$ cat src/rtl/can_rx_pkg.sv
`default_nettype none
// ============================================================================
//  Module      : can_rx_pkg
//  Description : Shared field codes, field lengths and the data-length helper
//                for the CAN receive frame sequencer.
//  Revision    : 1.0 - initial release
// ============================================================================
package can_rx_pkg;

  // Field code presented on the sequencer's field output.
  typedef enum logic [3:0] {
    FIELD_IDLE    = 4'd0,
    FIELD_ID      = 4'd1,
    FIELD_CTRL    = 4'd2,
    FIELD_DATA    = 4'd3,
    FIELD_CRC     = 4'd4,
    FIELD_CRC_DEL = 4'd5,
    FIELD_ACK     = 4'd6,
    FIELD_ACK_DEL = 4'd7,
    FIELD_EOF     = 4'd8
  } field_e;

  localparam int unsigned ID_LEN        = 11;
  localparam int unsigned CTRL_LEN      = 7;
  localparam int unsigned CRC_LEN       = 15;
  localparam int unsigned EOF_LEN       = 7;
  localparam int unsigned MAX_DATA_BITS = 64;

  // Number of data-field bits: none for a remote frame, otherwise eight per
  // byte with DLC values above 8 saturating at eight bytes.
  function automatic logic [6:0] data_bits(input logic rtr, input logic [3:0] dlc);
    logic [6:0] len;
    if (rtr)
      len = 7'd0;
    else if (dlc[3])
      len = 7'(MAX_DATA_BITS);
    else
      len = {1'b0, dlc[2:0], 3'b000};
    return len;
  endfunction

endpackage
`default_nettype wire

$ cat src/rtl/can_destuff_tracker.sv
`default_nettype none
// ============================================================================
//  Module      : can_destuff_tracker
//  Description : Tracks the run of equal bus levels inside the stuff window
//                and flags the sampled bit that must be a stuff bit.
//  Ports       : clock, reset_n      - clock / async active-low reset
//                clear               - synchronous return to empty run
//                load                - start-of-frame: run = value 0, length 1
//                sample_point        - bit sample instant
//                window              - stuff window qualifier
//                rx_bit              - sampled bus level
//                stuff_bit           - current sampled bit is a stuff bit
//  Revision    : 1.0 - initial release
// ============================================================================
module can_destuff_tracker (
  input  logic clock,
  input  logic reset_n,
  input  logic clear,
  input  logic load,
  input  logic sample_point,
  input  logic window,
  input  logic rx_bit,
  output logic stuff_bit
);

  logic [2:0] r_run_len;
  logic       r_run_val;

  // After five equal bits the next sampled bit is the inserted complement.
  assign stuff_bit = (r_run_len == 3'd5);

  always_ff @(posedge clock or negedge reset_n) begin
    if (!reset_n) begin
      r_run_len <= 3'd0;
      r_run_val <= 1'b0;
    end else if (clear) begin
      r_run_len <= 3'd0;
      r_run_val <= 1'b0;
    end else if (load) begin
      r_run_len <= 3'd1;
      r_run_val <= 1'b0;
    end else if (sample_point && window) begin
      // A stuff bit always opens a new run with its own level.
      if (stuff_bit || (rx_bit != r_run_val)) begin
        r_run_len <= 3'd1;
        r_run_val <= rx_bit;
      end else begin
        r_run_len <= r_run_len + 3'd1;
      end
    end
  end

endmodule
`default_nettype wire

$ cat src/rtl/rx_frame_sequencer.sv
`default_nettype none
// ============================================================================
//  Module      : rx_frame_sequencer
//  Description : Base-format CAN receive frame sequencer. Walks the fields of
//                a frame on sample_point, removes stuff bits, captures the
//                header and CRC and reports frame status.
//  Ports       : clock, reset_n      - clock / async active-low reset
//                enable              - low forces IDLE with outputs cleared
//                sample_point, rx_bit- bit sample strobe and bus level
//                stuff_error         - stuff violation from the stuff monitor
//                stuffing_active     - stuff window qualifier (combinational)
//                field               - current field code
//                bit_valid, bit_out  - destuffed ID..CRC bit stream
//                stuff_skip          - a stuff bit was discarded
//                id_out, rtr_out, dlc_out, crc_rx - captured header / CRC
//                frame_start, frame_done, frame_abort, form_error - status
//  Revision    : 1.0 - initial release
// ============================================================================
module rx_frame_sequencer
  import can_rx_pkg::*;
(
  input  logic        clock,
  input  logic        reset_n,
  input  logic        enable,
  input  logic        sample_point,
  input  logic        rx_bit,
  input  logic        stuff_error,
  output logic        stuffing_active,
  output logic [3:0]  field,
  output logic        bit_valid,
  output logic        bit_out,
  output logic        stuff_skip,
  output logic [10:0] id_out,
  output logic        rtr_out,
  output logic [3:0]  dlc_out,
  output logic [14:0] crc_rx,
  output logic        frame_start,
  output logic        frame_done,
  output logic        frame_abort,
  output logic        form_error
);

  localparam logic [3:0] S_IDLE    = FIELD_IDLE;
  localparam logic [3:0] S_ID      = FIELD_ID;
  localparam logic [3:0] S_CTRL    = FIELD_CTRL;
  localparam logic [3:0] S_DATA    = FIELD_DATA;
  localparam logic [3:0] S_CRC     = FIELD_CRC;
  localparam logic [3:0] S_CRC_DEL = FIELD_CRC_DEL;
  localparam logic [3:0] S_ACK     = FIELD_ACK;
  localparam logic [3:0] S_ACK_DEL = FIELD_ACK_DEL;
  localparam logic [3:0] S_EOF     = FIELD_EOF;

  localparam logic [6:0] C_ID_LAST   = 7'(ID_LEN - 1);
  localparam logic [6:0] C_CTRL_LAST = 7'(CTRL_LEN - 1);
  localparam logic [6:0] C_CRC_LAST  = 7'(CRC_LEN - 1);
  localparam logic [6:0] C_EOF_LAST  = 7'(EOF_LEN - 1);

  logic [3:0]  r_state;
  logic [6:0]  r_cnt;
  logic [6:0]  r_data_len;
  logic        r_bit_valid, r_bit_out, r_stuff_skip;
  logic [10:0] r_id;
  logic        r_rtr;
  logic [3:0]  r_dlc;
  logic [14:0] r_crc;
  logic        r_frame_start, r_frame_done, r_frame_abort, r_form_error;

  logic       w_window;
  logic       w_abort;
  logic       w_sof;
  logic       w_stuff_bit;
  logic [3:0] w_dlc_next;
  logic [6:0] w_len_next;

  // The IDLE term lets the stuff monitor see the SOF bit itself.
  assign w_window = (r_state == S_ID) || (r_state == S_CTRL) ||
                    (r_state == S_DATA) || (r_state == S_CRC) ||
                    ((r_state == S_IDLE) && !rx_bit);
  assign w_abort  = stuff_error && (r_state != S_IDLE);
  assign w_sof    = sample_point && (r_state == S_IDLE) && !rx_bit;

  // DLC and data length as they will be once the last CTRL bit is taken.
  assign w_dlc_next = {r_dlc[2:0], rx_bit};
  assign w_len_next = data_bits(r_rtr, w_dlc_next);

  can_destuff_tracker u_destuff (
    .clock        (clock),
    .reset_n      (reset_n),
    .clear        (!enable || w_abort),
    .load         (w_sof),
    .sample_point (sample_point),
    .window       (w_window),
    .rx_bit       (rx_bit),
    .stuff_bit    (w_stuff_bit)
  );

  always_ff @(posedge clock or negedge reset_n) begin
    if (!reset_n) begin
      r_state       <= S_IDLE;
      r_cnt         <= 7'd0;
      r_data_len    <= 7'd0;
      r_bit_valid   <= 1'b0;
      r_bit_out     <= 1'b0;
      r_stuff_skip  <= 1'b0;
      r_id          <= 11'd0;
      r_rtr         <= 1'b0;
      r_dlc         <= 4'd0;
      r_crc         <= 15'd0;
      r_frame_start <= 1'b0;
      r_frame_done  <= 1'b0;
      r_frame_abort <= 1'b0;
      r_form_error  <= 1'b0;
    end else begin
      r_bit_valid   <= 1'b0;
      r_bit_out     <= 1'b0;
      r_stuff_skip  <= 1'b0;
      r_frame_start <= 1'b0;
      r_frame_done  <= 1'b0;
      r_frame_abort <= 1'b0;
      r_form_error  <= 1'b0;

      if (!enable) begin
        r_state    <= S_IDLE;
        r_cnt      <= 7'd0;
        r_data_len <= 7'd0;
        r_id       <= 11'd0;
        r_rtr      <= 1'b0;
        r_dlc      <= 4'd0;
        r_crc      <= 15'd0;
      end else if (w_abort) begin
        // The bit sampled alongside the stuff error is dropped.
        r_frame_abort <= 1'b1;
        r_state       <= S_IDLE;
        r_cnt         <= 7'd0;
      end else if (sample_point) begin
        if (r_state == S_IDLE) begin
          if (!rx_bit) begin
            r_state       <= S_ID;
            r_cnt         <= 7'd0;
            r_frame_start <= 1'b1;
            r_id          <= 11'd0;
            r_rtr         <= 1'b0;
            r_dlc         <= 4'd0;
            r_crc         <= 15'd0;
          end
        end else if (w_window && w_stuff_bit) begin
          r_stuff_skip <= 1'b1;
        end else begin
          if (w_window) begin
            r_bit_valid <= 1'b1;
            r_bit_out   <= rx_bit;
          end
          case (r_state)
            S_ID: begin
              r_id <= {r_id[9:0], rx_bit};
              if (r_cnt == C_ID_LAST) begin
                r_state <= S_CTRL;
                r_cnt   <= 7'd0;
              end else begin
                r_cnt <= r_cnt + 7'd1;
              end
            end
            S_CTRL: begin
              if (r_cnt == 7'd0)
                r_rtr <= rx_bit;
              if (r_cnt >= 7'd3)
                r_dlc <= w_dlc_next;
              if ((r_cnt == 7'd1) && rx_bit) begin
                // Extended frames are not supported.
                r_form_error <= 1'b1;
                r_state      <= S_IDLE;
                r_cnt        <= 7'd0;
              end else if (r_cnt == C_CTRL_LAST) begin
                r_data_len <= w_len_next;
                r_state    <= (w_len_next == 7'd0) ? S_CRC : S_DATA;
                r_cnt      <= 7'd0;
              end else begin
                r_cnt <= r_cnt + 7'd1;
              end
            end
            S_DATA: begin
              if (r_cnt == (r_data_len - 7'd1)) begin
                r_state <= S_CRC;
                r_cnt   <= 7'd0;
              end else begin
                r_cnt <= r_cnt + 7'd1;
              end
            end
            S_CRC: begin
              r_crc <= {r_crc[13:0], rx_bit};
              if (r_cnt == C_CRC_LAST) begin
                r_state <= S_CRC_DEL;
                r_cnt   <= 7'd0;
              end else begin
                r_cnt <= r_cnt + 7'd1;
              end
            end
            S_CRC_DEL: begin
              if (!rx_bit) begin
                r_form_error <= 1'b1;
                r_state      <= S_IDLE;
              end else begin
                r_state <= S_ACK;
              end
            end
            S_ACK: begin
              // Either level is accepted in the ACK slot.
              r_state <= S_ACK_DEL;
            end
            S_ACK_DEL: begin
              if (!rx_bit) begin
                r_form_error <= 1'b1;
                r_state      <= S_IDLE;
              end else begin
                r_state <= S_EOF;
                r_cnt   <= 7'd0;
              end
            end
            S_EOF: begin
              if (!rx_bit) begin
                r_form_error <= 1'b1;
                r_state      <= S_IDLE;
                r_cnt        <= 7'd0;
              end else if (r_cnt == C_EOF_LAST) begin
                r_frame_done <= 1'b1;
                r_state      <= S_IDLE;
                r_cnt        <= 7'd0;
              end else begin
                r_cnt <= r_cnt + 7'd1;
              end
            end
            default: begin
              r_state <= S_IDLE;
              r_cnt   <= 7'd0;
            end
          endcase
        end
      end
    end
  end

  assign stuffing_active = w_window;
  assign field           = r_state;
  assign bit_valid       = r_bit_valid;
  assign bit_out         = r_bit_out;
  assign stuff_skip      = r_stuff_skip;
  assign id_out          = r_id;
  assign rtr_out         = r_rtr;
  assign dlc_out         = r_dlc;
  assign crc_rx          = r_crc;
  assign frame_start     = r_frame_start;
  assign frame_done      = r_frame_done;
  assign frame_abort     = r_frame_abort;
  assign form_error      = r_form_error;

endmodule
`default_nettype wire

$ cat config.mk
export PLATFORM = sky130hd
export DESIGN_NAME = rx_frame_sequencer
export DESIGN_NICKNAME = d
export VERILOG_FILES = /design/src/rtl/can_rx_pkg.sv /design/src/rtl/can_destuff_tracker.sv /design/src/rtl/rx_frame_sequencer.sv
export SDC_FILE = /design/constraint.sdc
export NUM_CORES = 1
export LEC_CHECK = 0
export BUFFER_PORTS_ARGS = -buffer_cell sky130_fd_sc_hd__buf_2
export CAP_MARGIN = 20
export CORE_ASPECT_RATIO = 0.5
export CORE_MARGIN = 2
export CORE_UTILIZATION = 45
export DETAILED_ROUTE_END_ITERATION = 10
export PLACE_DENSITY_LB_ADDON = 0.08
export SLEW_MARGIN = 0
export SYNTH_ARGS = -nofsm -noshare
export SYNTH_HDL_FRONTEND = slang
export SYNTH_SLANG_ARGS = --single-unit
$ cat constraint.sdc
create_clock -name clock -period 2.85 [get_ports clock]
set_input_delay 0.1425 -clock clock [delete_from_list [all_inputs] [get_ports clock]]
set_output_delay 0.1425 -clock clock [all_outputs]
set_load 0.02 [all_outputs]
# Word level (Yosys, flattened, before mapping)
# Cells that the tools add are included.
[classes]
n_addsub = 3
n_lt_le_gt_ge = 1
n_eq_ne = 39
n_mux = 118
reduce_logical = 31
[op_table]
columns = ["op", "n"]
rows = [
  ["2-to-1 mux 7 bit", 23],
  ["2-to-1 mux 15 bit", 7],
  ["2-to-1 mux 4 bit", 22],
  ["2-to-1 mux 11 bit", 7],
  ["2-to-1 mux 1 bit", 50],
  ["one-hot mux 7 bit (7 select lines)", 1],
  ["one-hot mux 4 bit (8 select lines)", 1],
  ["2-to-1 mux 3 bit", 6],
  ["!= test 3 x 1 -> 1 bit (second input constant)", 6],
  ["== test 4 x 3 -> 1 bit (second input constant)", 4],
  ["!= test 5 x 3 -> 1 bit (second input constant)", 3],
  ["AND reduction 5 bit", 3],
  ["== test 7 x 4 -> 1 bit (second input constant)", 2],
  ["zero test 7 bit", 2],
  ["AND reduction 6 bit", 2],
  ["== test 4 x 2 -> 1 bit (second input constant)", 2],
  ["!= test 2 bit (second input constant)", 4],
  ["!= test 4 bit (second input constant)", 2],
  ["AND reduction 8 bit", 1],
  ["adder 7 x 1 -> 7 bit (second input constant)", 1],
  ["== test 7 x 1 -> 1 bit (second input constant)", 1],
  ["== test 7 x 3 -> 1 bit (second input constant)", 1],
  ["== test 7 bit", 1],
  ["greater-or-equal comparator 7 x 2 -> 1 bit (second input constant)", 1],
  ["23 further kinds", 39],
]
[totals]
reg_bits = 60
word_cells = 208

# Logic depth before layout (Yosys ltp)
# Gate-level depths: netlist of the first run.
[logic_depth]
word_depth = 12
mapped_depth = 8

# Modules after synthesis
# From an unflattened synthesis of the first run, not the netlist that was laid out.
[hier_totals]
hier_cells = 279
hier_area_um2 = 2989.1
[by_module_without_submodules]
columns = ["mod", "instances", "cells_per_inst", "area_per_inst_um2"]
rows = [
  ["rx_frame_sequencer", 1, 254, 2748.9],
  ["can_destuff_tracker", 1, 25, 240.2],
]

# Least setup slack after synthesis of the first run
# OpenSTA, ideal clock, no wires.
[synth_timing]
kind = "register -> register"
startpoint = "register r_cnt[0]"
endpoint = "register r_state[0] (netlist: field[0])"
setup_time_ns = 0.125
arrival_ns = 2.376
required_ns = 2.725
slack_ns = 0.350
path_stages_with_launch = 8
path_buffers = 0
path_cell_list = "dfrtp_1 -> inv_1 -> ha_1 -> or4b_4 -> nor3b_1 -> a211oi_2 -> a2111oi_4 -> mux2_2"
[synth_between]
elab_chain_cells = 9
word_cells_on_any_way = 19
classes_between = "10 x eq/ne; 7 x mux; 2 x reduce/logical"
[synth_rtl]
columns = ["element", "line_no", "rtl"]
rows = [
  ["start: declaration", "rx_frame_sequencer.sv:59", "logic [6:0] r_cnt;"],
  ["start signal: assignment", "rx_frame_sequencer.sv:160", "r_cnt <= r_cnt + 7'd1;"],
  ["start signal: assignment", "rx_frame_sequencer.sv:178", "r_cnt <= r_cnt + 7'd1;"],
  ["start signal: assignment", "rx_frame_sequencer.sv:186", "r_cnt <= r_cnt + 7'd1;"],
  ["== test 7 x 1 -> 1 bit", "rx_frame_sequencer.sv:168", "if ((r_cnt == 7'd1) && rx_bit) begin"],
  ["logical AND 1 bit", "rx_frame_sequencer.sv:168", ""],
  ["2-to-1 mux 4 bit", "rx_frame_sequencer.sv:168", ""],
  ["one-hot mux 4 bit (8 select lines)", "rx_frame_sequencer.sv:153", "case (r_state)"],
  ["2-to-1 mux 4 bit", "rx_frame_sequencer.sv:146", "end else if (w_window && w_stuff_bit) begin"],
  ["2-to-1 mux 4 bit", "rx_frame_sequencer.sv:136", "if (r_state == S_IDLE) begin"],
  ["2-to-1 mux 4 bit", "rx_frame_sequencer.sv:135", "end else if (sample_point) begin"],
  ["2-to-1 mux 4 bit", "rx_frame_sequencer.sv:130", "end else if (w_abort) begin"],
  ["2-to-1 mux 4 bit", "rx_frame_sequencer.sv:122", "if (!enable) begin"],
  ["end signal: assignment", "rx_frame_sequencer.sv:175", "r_state <= (w_len_next == 7'd0) ? S_CRC : S_DATA;"],
  ["end: declaration", "rx_frame_sequencer.sv:58", "logic [3:0] r_state;"],
]
# Parallel ways exist; a longest one is shown, timed or not. The select of a mux whose other input is x is not followed.
# A chain may end at the register's enable or synchronous reset.

# Worst setup path in the final report of the first run
[layout_timing]
startpoint = "register r_cnt[0]"
endpoint = "register r_state[3] (netlist: field[3])"
# Same word-level chain as after synthesis.

==> reports/qor.csv, run 1 <==
stage,metric,value,unit
run_status,status,completed,
routing,vias,2743,
sta,slew_headroom,0.587,
synth,syn_inst,348,
cts,cts_buffers,9,
sta,hold_viol,0,
finish,synthToLayoutAreaGrowth,22.8,%
finish,num_antenna_cells,0,
synth,yosysMostFrequentCell,nand2_1,
floorplanning,die_w,123,um
finish,layout.nets,416,
power_and_ir_drop,powerDensity,685,nW/um2
routing,ant_nets,0,
sta,final_max_slew_viol_count,0,
synth,synth_area_per_cell,9.11,um2
global_route,grt_pass1_vias,2620,
floorplanning,die_area,7770,um2
run,drv_cap,0,
synth,synth_area,3170,um2
worst_hold_path,min_path_cells,3,
place,dp_hpwl,5560,um
place,finalWeightedCongestion,0.849,
worst_setup_path,cp.buffers_inverters,1,
global_route,track_usage,0.217,
place,place_inst,482,
worst_setup_path,slowest_stage,or4b_4,
synth,yosysSeqAreaShare,0.450,
cts,cts_root_buf,clkbuf_16,
power_and_ir_drop,irDropWorstVdd,0.000344,V
routing,drt_wl_total,7810,um
worst_hold_path,whs_endpoint,stuff_skip,
finish,nFillCells,613,
sta,fin_setup_tns,0,ns
synth,ys_seq_elements,57,
synth,synth.area.top_cells,"dfrtp_1 (45%), nand2_1 (8.4%), o21ai_0 (5.5%)",
synth,yosys.cell_types.count,56,
finish,stdcell_count,500,
floorplanning,initial_core_util,0.469,
synth,synth_commonest_cells,"nand2_1 (71), dfrtp_1 (57), o21ai_0 (35)",
routing,viasPerCell,5.49,
floorplanning,ios,49,
global_route,grt-ovfl-total,0,
synth,synth_top_area_cell,dfrtp_1,
synth,synth_flop_cell,dfrtp_1,
worst_setup_path,crit_chain,inv_1 -> ha_1 -> or4b_4 -> o311ai_1 -> a2111oi_4 -> a2111oi_4 -> mux2_2,
worst_setup_path,reg2reg_from,r_cnt[0],
worst_setup_path,r2r_slack,0.18,ns
synth,syn_nets,361,
global_route,antenna_found_initial,0,
floorplanning,fp.dieH,63.3,um
cts,htree_levels,3,
global_route,grt_max_degree,47,
finish,final_area,3890,um2
worst_hold_path,hp-start,sample_point,
routing,first_iter_violations,177,
worst_setup_path,critPathMaxStageDelay,0.47,ns
worst_setup_path,crit_family,compound AO/OA/AOI/OAI gates,
worst_setup_path,r2r_cells,7,
cts,cts_resized,0,
worst_setup_path,crit_path_max_fanout,8,
power_and_ir_drop,power.leakage,1.77,nW
sta,timing.fmax,375,MHz
synth,async_flop_share,1.00,
worst_setup_path,worst_path_most_repeated_cell,a2111oi_4,
sta,holdWs,0.148,ns
global_route,grt_pass1_wl,12900,um
sta,fin_crit,2.67,ns
routing,wl_per_cell,15.6,um
finish,drive_gt1_frac,0.248,
cts,cts_tree,done,
sta,rsz0062_at_grt,no,
sta,finalClockSkew,0.00735,ns
worst_setup_path,cp-end-kind,register,
cts,clockBufferDepth,2,
worst_setup_path,start_kind,register,
sta,worstMarginPinSlew,0.619,ns
cts,post_cts_buffers,0,
worst_setup_path,required,3.07,ns
place,dpl_cell_area,3560,um2
cts,cts_sinks,57,
worst_setup_path,r2r-end,field[3],
floorplanning,rows,21,
worst_setup_path,worstSetupPathType,register to register,
routing,drc,0,
floorplanning,coreArea,6750,um2
routing,firstDrtPassIters,4,
cts,clk_pin_slew_worst_paths,0.05,ns
cts,insertion_delay,0.33,ns
place,io_buffers,48,
sta,setup_viol,0,
sta,fin_crit_sh,0.936,
synth,synth_edf_count,0,
synth,synth_top_area_frac,0.450,
worst_setup_path,worstPathArrival,2.89,ns
worst_hold_path,hp-class,input pin to register,
synth,yosys_warnings,0,
==> state kept, by name, summed over array words and instances (netlist names) <==
name                 cells
r_data_len               4
field                    4
crc_rx                  15
frame_abort              1
u_destuff.r_run_val      1
frame_done               1
stuff_skip               1
bit_valid                1
dlc_out                  4
id_out                  11
bit_out                  1
frame_start              1
u_destuff.r_run_len      3
r_cnt                    7
rtr_out                  1
form_error               1
==> where the power goes <==
part	internal (mW)	leakage, nW	switching, mW
sequential	0.853	0.790	0.0458
clock	0.700	0.145	0.384
combinational	0.248	0.838	0.437
==> layout by cell type, fill, tap and decap left out, types with 2 or more instances in the layout <==
cell / Yosys / layout
nor3_1: 6 / 6
a31oi_1: 4 / 4
mux2i_1: 7 / 7
a21oi_1: 11 / 11
o21ai_0: 35 / 35
o31ai_1: 2 / 2
xnor2_1: 4 / 4
nand2b_1: 3 / 3
dfrtp_1: 57 / 57
o311ai_0: 4 / 4
clkinvlp_4: 0 / 2
nand2_1: 71 / 71
and3b_1: 2 / 2
nand4_1: 4 / 4
a2111oi_4: 2 / 2
nor3b_1: 4 / 4
o311ai_1: 2 / 2
or4b_1: 2 / 2
and2_1: 3 / 3
a21o_1: 2 / 2
mux2_2: 5 / 5
xor2_1: 2 / 2
buf_2: 3 / 48
nand3_1: 13 / 13
and3_1: 3 / 3
clkbuf_16: 0 / 9
inv_1: 18 / 18
nor2_1: 12 / 12
o211ai_1: 7 / 7
or2_2: 3 / 3
clkinv_4: 0 / 2
nor4_1: 3 / 3
nor2b_1: 5 / 4
buf_4: 0 / 17
ha_1: 7 / 7
==> routing by layer <==
layer	global-route usage	share of wire	vias to the layer above
met5	0	0	-
met4	0.0704	0.0095	0
met3	0.0770	0.071	7
met2	0.323	0.44	88
met1	0.294	0.48	1302
li1	-	-	1346
==> how the worst max path moves through the flow <==
stage	start	end	slack [ns]	cells past startpoint
global placement	r_cnt[0]	field[1]	0.31	7
detailed placement	r_cnt[0]	field[0]	0.20	7
floorplan	r_cnt[0]	field[0]	0.35	7
CTS	r_cnt[0]	field[0]	0.20	7
global route	field[1]	r_cnt[4]	0.06	6
finish	r_cnt[0]	field[3]	0.18	7
==> logic make-up (layout without fill, tap and decap cells) <==
kind of cell / after synthesis / after routing / synth area share
AO/OA/AOI/OAI: 85 / 85 / 0.197
multiplexers: 12 / 12 / 0.0399
XOR/XNOR: 6 / 6 / 0.0166
adder cells (fa/ha/maj): 7 / 7 / 0.0276
AND/OR/NAND/NOR: 140 / 140 / 0.216
flip-flops: 57 / 57 / 0.450
buffers and inverters: 41 / 101 / 0.0525
==> repair_timing <==
| action | in CTS | in global routing |
|---|---|---|
| hold endpoints to repair | 0 | 44 |
| hold buffers | 0 | 1 |
| endpoints found under the setup margin | 0 | 0 |
==> area by class of cell <==
cell class / count / area, um2 / share of cell area
timing repair buffer: 67 / 398 / 0.102
multi-input combinational: 250 / 1580 / 0.406
clock inverter: 6 / 67.6 / 0.0174
clock buffer: 10 / 239 / 0.0614
sequential: 57 / 1430 / 0.366
inverter: 18 / 67.6 / 0.0174
tap: 92 / 115 / 0.0296
==> worst reg2reg max path, stage by stage (launching register included) <==
cell	delay, ns
dfrtp_1	0.44
inv_1	0.13
ha_1	0.16
or4b_4	0.47
o311ai_1	0.42
a2111oi_4	0.20
a2111oi_4	0.36
mux2_2	0.38
==> per-stage QoR <==
stage	total power, mW	utilization	setup slack (ns)
2_1_floorplan	1.38	-	0.350
3_3_place_gp	1.57	0.527	0.310
3_5_place_dp	1.59	0.527	0.203
4_1_cts	2.68	0.572	0.197
5_1_grt	2.80	0.576	0.0557
6_report	2.67	0.576	0.183
(Power assumes the default switching activity.)
==> run 2, diff against run 1 <==
--- a/config.mk
+++ b/config.mk
@@ -15,4 +15,5 @@
 export SLEW_MARGIN = 0
 export SYNTH_ARGS = -nofsm -noshare
 export SYNTH_HDL_FRONTEND = slang
+export SYNTH_HIERARCHICAL = 1
 export SYNTH_SLANG_ARGS = --single-unit
==> run 2 against run 1 <==
Against the previous run:
- global-route usage shrank 1.0 points
- worst hold slack worse by 0.0061 ns
- flip-flop and latch count is the same
- final area is 7.6% lower
==> reports/qor.csv, run 2 <==
stage,metric,value,unit,change
run_status,status,completed,,unchanged
sta,timing.fmax,402,MHz,was 375 MHz
place,finalWeightedCongestion,0.971,,was 0.849
cts,cts_tree,done,,unchanged
finish,final_area,3600,um2,was 3890 um2
floorplanning,die_area,7350,um2,was 7770 um2
finish,synthToLayoutAreaGrowth,20.4,%,was 22.8%
cts,cts_root_buf,clkbuf_16,,unchanged
synth,synth_commonest_cells,"dfrtp_1 (57), a22o_1 (30), nand2_1 (23)",,"was nand2_1 (71), dfrtp_1 (57), o21ai_0 (35)"
worst_setup_path,worstSetupPathType,register to register,,unchanged
floorplanning,fp.dieH,61.6,um,was 63.3 um
synth,synth_area,2990,um2,was 3170 um2
worst_setup_path,crit_chain,or4_1 -> nand2_1 -> nand2_2 -> o21ai_2 -> nand2b_4 -> o311ai_2,,was inv_1 -> ha_1 -> or4b_4 -> o311ai_1 -> a2111oi_4 -> a2111oi_4 -> mux2_2
worst_setup_path,critPathMaxStageDelay,0.74,ns,was 0.47 ns
finish,num_antenna_cells,0,,unchanged
worst_setup_path,worstPathArrival,2.67,ns,was 2.89 ns
place,io_buffers,48,,unchanged
power_and_ir_drop,power.leakage,1.72,nW,was 1.77 nW
worst_setup_path,start_kind,register,,unchanged
routing,first_iter_violations,223,,was 177
synth,yosysMostFrequentCell,dfrtp_1,,was nand2_1
place,dpl_cell_area,3310,um2,was 3560 um2
sta,worstMarginPinSlew,0.936,ns,was 0.619 ns
cts,cts_buffers,9,,unchanged
routing,met3WireLength,383,um,was 552 um
finish,nFillCells,535,,was 613
finish,layout_common_cells,"dfrtp_1 (57), buf_2 (48), a22o_1 (30)",,"was nand2_1 (71), dfrtp_1 (57), buf_2 (48)"
synth,synth.area.top_cells,"dfrtp_1 (48%), a22o_1 (8.8%), ha_1 (2.9%)",,"was dfrtp_1 (45%), nand2_1 (8.4%), o21ai_0 (5.5%)"
worst_setup_path,cp-end-kind,register,,unchanged
finish,largest_reg_flops,15,,unchanged
floorplanning,initial_core_util,0.480,,was 0.469
finish,drive_gt1_frac,0.286,,was 0.248
worst_setup_path,reg2reg_from,field[2],,was r_cnt[0]
global_route,grt_max_degree,43,,was 47
routing,firstDrtPassIters,4,,unchanged
synth,synth_top_area_frac,0.477,,was 0.450
worst_setup_path,slowest_stage,or4_1,,was or4b_4
sta,fin_crit_sh,0.874,,was 0.936
finish,seq_area,1430,um2,unchanged
finish,final_common_cell,dfrtp_1,,was nand2_1
synth,synth_flop_cell,dfrtp_1,,unchanged
synth,synth_adder_area_share,0.0326,,was 0.0276
synth,synth_top_family_by_area,compound AO/OA/AOI/OAI gates,,was simple AND/OR/NAND/NOR gates
routing,drt_wl_total,6850,um,was 7810 um
synth,synth_top_area_cell,dfrtp_1,,unchanged
global_route,antenna_found_initial,0,,unchanged
synth,ys_seq_elements,57,,unchanged
power_and_ir_drop,powerDensity,653,nW/um2,was 685 nW/um2
synth,yosysSeqAreaShare,0.477,,was 0.450
cts,htree_levels,3,,unchanged
cts,cts_sinks,57,,unchanged
sta,hold_viol,0,,unchanged
routing,vias,2339,,was 2743
cts,insertion_delay,0.33,ns,about the same
worst_hold_path,hp-class,input pin to register,,unchanged
worst_hold_path,hp-start,stuff_error,,was sample_point
sta,rsz0062_at_grt,no,,unchanged
sta,slew_headroom,0.376,,was 0.587
global_route,track_usage,0.207,,was 0.217
floorplanning,die_w,119,um,was 123 um
synth,yosys_warnings,6,,was 0
worst_setup_path,required,3.03,ns,was 3.07 ns
worst_setup_path,startpoint,field[2],,was r_cnt[0]
routing,routed.top_layer,met4,,unchanged
sta,finalClockSkew,0.00482,ns,was 0.00735 ns
synth,synth_edf_count,0,,unchanged
synth,synth_compound_area_frac,0.208,,was 0.197
routing,wl_met2,2870,um,was 3410 um
finish,layout.nets,344,,was 416
place,dp_hpwl,4920,um,was 5560 um
routing,viasPerCell,5.52,,was 5.49
sta,fin_crit,2.49,ns,was 2.67 ns
routing,ant_nets,0,,unchanged
cts,clk_pin_slew_worst_paths,0.05,ns,about the same
sta,final_max_slew_viol_count,0,,unchanged
cts,cts_resized,0,,unchanged
worst_setup_path,r2r_slack,0.36,ns,was 0.18 ns
synth,yosys.cell_types.count,64,,was 56
sta,setup_viol,0,,unchanged
global_route,grt-ovfl-total,0,,unchanged
sta,fin_setup_tns,0,ns,unchanged
finish,multi_input_area,1420,um2,was 1580 um2
floorplanning,ios,49,,unchanged
synth,synth_area_per_cell,10.7,um2,was 9.11 um2
cts,clockBufferDepth,2,,unchanged
routing,wl_per_cell,16.2,um,was 15.6 um
floorplanning,rows,20,,was 21
synth,synth_xor_area_frac,0.0205,,was 0.0166
synth,syn_nets,292,,was 361
synth,synthSimpleGateAreaFrac,0.179,,was 0.216
worst_setup_path,crit_path_max_fanout,15,,was 8
routing,met1_length,3510,um,was 3780 um
global_route,grt_pass1_vias,2228,,was 2620
synth,synth.area.mux_share,0.0356,,was 0.0399
synth,syn_inst,279,,was 348
floorplanning,coreArea,6230,um2,was 6750 um2
synth,async_flop_share,1.00,,unchanged
power_and_ir_drop,irDropWorstVdd,0.000263,V,was 0.000344 V
global_route,grt_pass1_wl,11400,um,was 12900 um
routing,drc,0,,unchanged
run,drv_cap,0,,unchanged
run 2: repair_timing:
item                      4_1_cts  5_1_grt
hold endpoints to repair       28        0
setup buffers                   0        0
hold buffers                    1        0
run 2: where the power goes:
part	internal, mW	switching, mW	leakage [nW]
combinational	0.186	0.304	0.794
sequential	0.837	0.0466	0.791
clock	0.611	0.366	0.135
run 2: critical path, delay by kind of cell (launching register included):
kind            cells  cell delay (ns)
compound gates      2             0.50
flops               1             0.52
simple gates        4             1.33
run 2: worst paths after layout:
path / cells past startpoint / to
setup / recovery: 6 / r_cnt[3]
min in group asynchronous: 2 / crc_rx[10]
hold reg to reg: 1 / crc_rx[14]
max in group asynchronous: 3 / id_out[4]
hold / removal: 2 / frame_abort
setup reg to reg: 6 / r_cnt[3]
run 2: final cells by class:
type | instances | share of cell area
Multi-Input combinational cell | 192 | 0.395
Timing Repair Buffer | 56 | 0.0841
Clock inverter | 6 | 0.0118
Tap cell | 88 | 0.0306
Inverter | 15 | 0.0156
Clock buffer | 10 | 0.0664
Sequential cell | 57 | 0.396
run 2: stage by stage:
step | total power, mW | instances | setup slack, ns | util | hold WS, ns
after floorplan | 1.26 | 279 | 0.485 | - | -0.153
after global placement | 1.38 | 407 | 0.425 | 0.531 | 0.316
after detailed placement | 1.38 | 407 | 0.352 | 0.531 | 0.341
after CTS | 2.37 | 424 | 0.347 | 0.578 | 0.132
after global routing | 2.48 | 424 | 0.183 | 0.578 | 0.134
final | 2.35 | 424 | 0.361 | 0.578 | 0.142
run 2: cells by family after synthesis:
| kind of cell | count (synthesis) |
|---|---|
| and+or+nand+nor | 96 |
| AOI/OAI and AO/OA | 71 |
| DFF | 57 |
| buffers and inverters | 30 |
| muxes | 10 |
| adders and majority gates | 8 |
| xor gates and xnor gates | 7 |
run 2: layer usage:
layer  global-route usage  vias to the layer above
met5                    0                        -
met4               0.0731                        0
met3               0.0704                       10
met2                0.300                       66
met1                0.290                     1130
li1                     -                     1133
==> run 3, diff against run 2 <==
--- a/config.mk
+++ b/config.mk
@@ -9,7 +9,7 @@
 export CAP_MARGIN = 20
 export CORE_ASPECT_RATIO = 0.5
 export CORE_MARGIN = 2
-export CORE_UTILIZATION = 45
+export CORE_UTILIZATION = 55
 export DETAILED_ROUTE_END_ITERATION = 10
 export PLACE_DENSITY_LB_ADDON = 0.08
 export SLEW_MARGIN = 0
==> run 3 against run 2 <==
Against the previous run:
- core utilization increased by 11 points
- cell count down 5.2%
- critical path depth shrank 1
- clock power decreased by 11%
- clock skew is 0.00080 ns higher
==> reports/qor.csv, run 3 (same netlist as run 2, synthesis figures left out) <==
stage,metric,value,unit,change
place,finalWeightedCongestion,0.853,,was 0.971
floorplanning,die_area,6080,um2,was 7350 um2
global_route,grt_max_degree,38,,was 43
cts,cts_root_buf,clkbuf_8,,was clkbuf_16
power_and_ir_drop,powerDensity,640,nW/um2,was 653 nW/um2
floorplanning,initial_core_util,0.590,,was 0.480
finish,num_antenna_cells,0,,unchanged
floorplanning,rows,18,,was 20
place,dpl_cell_area,3250,um2,was 3310 um2
global_route,grt-ovfl-total,0,,unchanged
finish,final_area,3490,um2,was 3600 um2
floorplanning,coreArea,5070,um2,was 6230 um2
cts,htree_levels,3,,unchanged
cts,insertion_delay,0.34,ns,was 0.33 ns
power_and_ir_drop,power.leakage,1.68,nW,was 1.72 nW
routing,viasPerCell,6.07,,was 5.52
floorplanning,ios,49,,unchanged
worst_setup_path,r2r_slack,0.30,ns,was 0.36 ns
worst_setup_path,r2r-end,crc_rx[3],,was r_cnt[3]
cts,clk_pin_slew_worst_paths,0.07,ns,was 0.05 ns
finish,drive_gt1_frac,0.277,,was 0.286
finish,largest_reg_flops,15,,unchanged
routing,drt_wl_total,6890,um,was 6850 um
sta,rsz0062_at_grt,no,,unchanged
sta,hold_viol,0,,unchanged
routing,first_iter_violations,221,,was 223
worst_setup_path,crit_end,crc_rx[3],,was r_cnt[3]
worst_hold_path,hp-start,stuff_error,,unchanged
run_status,status,completed,,unchanged
worst_setup_path,required,3.12,ns,was 3.03 ns
finish,layout.nets,340,,was 344
worst_hold_path,hp-class,input pin to register,,unchanged
worst_setup_path,crit_path_max_fanout,15,,unchanged
place,io_buffers,48,,unchanged
worst_setup_path,worstSetupPathType,register to register,,unchanged
worst_setup_path,reg2reg_from,field[3],,was field[2]
cts,cts_sinks,57,,unchanged
global_route,antenna_found_initial,0,,unchanged
floorplanning,die_w,108,um,was 119 um
sta,slew_headroom,0.372,,was 0.376
worst_setup_path,cp-end-kind,register,,unchanged
routing,wl_per_cell,17.1,um,was 16.2 um
sta,worstMarginPinSlew,0.937,ns,was 0.936 ns
power_and_ir_drop,combinationalPowerShare,0.216,,was 0.208
sta,fin_setup_tns,0,ns,unchanged
routing,drc,0,,unchanged
sta,timing.fmax,391,MHz,was 402 MHz
cts,cts_buffers,9,,unchanged
routing,firstDrtPassIters,5,,was 4
run,drv_cap,0,,unchanged
worst_setup_path,startpoint,field[3],,was field[2]
power_and_ir_drop,internal_power,1.53,mW,was 1.63 mW
finish,layout_common_cells,"dfrtp_1 (57), buf_2 (48), a22o_1 (30)",,unchanged
finish,synthToLayoutAreaGrowth,16.8,%,was 20.4%
global_route,grt_pass1_wl,11100,um,was 11400 um
place,dp_hpwl,4750,um,was 4920 um
power_and_ir_drop,pwr-share-seq,0.397,,was 0.376
sta,holdWs,0.125,ns,was 0.142 ns
global_route,grt_pass1_vias,2187,,was 2228
routing,vias,2439,,was 2339
floorplanning,fp.dieH,56.1,um,was 61.6 um
sta,fin_crit,2.55,ns,was 2.49 ns
power_and_ir_drop,pwr-share-clk,0.387,,was 0.416
power_and_ir_drop,p_switching,0.704,mW,was 0.716 mW
worst_setup_path,r2r_cells,5,,was 6
worst_setup_path,start_kind,register,,unchanged
worst_setup_path,worstPathArrival,2.83,ns,was 2.67 ns
finish,final_common_cell,dfrtp_1,,unchanged
sta,final_max_slew_viol_count,0,,unchanged
global_route,track_usage,0.240,,was 0.207
sta,finalClockSkew,0.00562,ns,was 0.00482 ns
power_and_ir_drop,irDropWorstVdd,0.000370,V,was 0.000263 V
cts,cts_tree,done,,unchanged
power_and_ir_drop,power_switching_share,0.315,,was 0.305
cts,clockBufferDepth,2,,unchanged
sta,setup_viol,0,,unchanged
sta,fin_crit_sh,0.896,,was 0.874
routing,ant_nets,0,,unchanged
## run 3: changes by cell type in the layout (fill, tap and decap cells not counted), sizes merged
cell / delta
buf: -4
bufinv: +2
clkinv: -1
clkinvlp: -1
## run 3: how the worst min path moves through the flow
stage                             end  slack (ns)  cells past startpoint
after CTS                 frame_abort        0.11                      2
after floorplan               bit_out       -0.15                      0
final                     frame_abort        0.13                      2
after global placement     crc_rx[10]        0.10                      1
after global routing      frame_abort        0.12                      2
after detailed placement   crc_rx[10]        0.11                      1
## run 3: through the flow
step | power, mW | utilization | instances | setup WS [ns]
4_1_cts | 2.25 | 0.689 | 402 | 0.333
3_5_place_dp | 1.37 | 0.642 | 385 | 0.361
5_1_grt | 2.34 | 0.689 | 402 | 0.141
2_1_floorplan | 1.26 | - | 279 | 0.485
6_report | 2.24 | 0.689 | 402 | 0.295
3_3_place_gp | 1.36 | 0.642 | 385 | 0.404
## run 3: layout make-up
class | count | area, um2
multi-input cells | 192 | 1420
inverters | 15 | 56.3
repair buffers | 52 | 273
clock inverters | 6 | 90.1
well taps | 70 | 87.6
flip-flops and latches | 57 | 1430
clock buffers | 10 | 138
fillers | 409 | 1580
## run 3: repair_timing
action,CTS,global route
gates resized for setup,0,0
buffers inserted,0,0
hold endpoints to repair,20,0
hold buffers,1,0
endpoints found under the setup margin,0,0
## run 3: metal layers
metal,wire (um),global-route usage
met1,3220,0.340
met2,3060,0.358
met3,542,0.0808
met4,60,0.0531
met5,0,0
## run 3: power by group through the flow
stage | Clock, mW | Combinational [mW] | Sequential (mW)
floorplan | 0 | 0.370 | 0.895
global placement | 0 | 0.462 | 0.898
detailed placement | 0 | 0.472 | 0.903
CTS | 0.882 | 0.478 | 0.887
global route | 0.918 | 0.525 | 0.896
finish | 0.866 | 0.483 | 0.887
## run 3: worst max-delay path: stages, from the launching register on
cell	delay [ns]
dfrtp_1	0.63
or4_1	0.37
nand3_1	0.17
nand2b_1	0.26
nor3_2	0.78
a22o_1	0.26
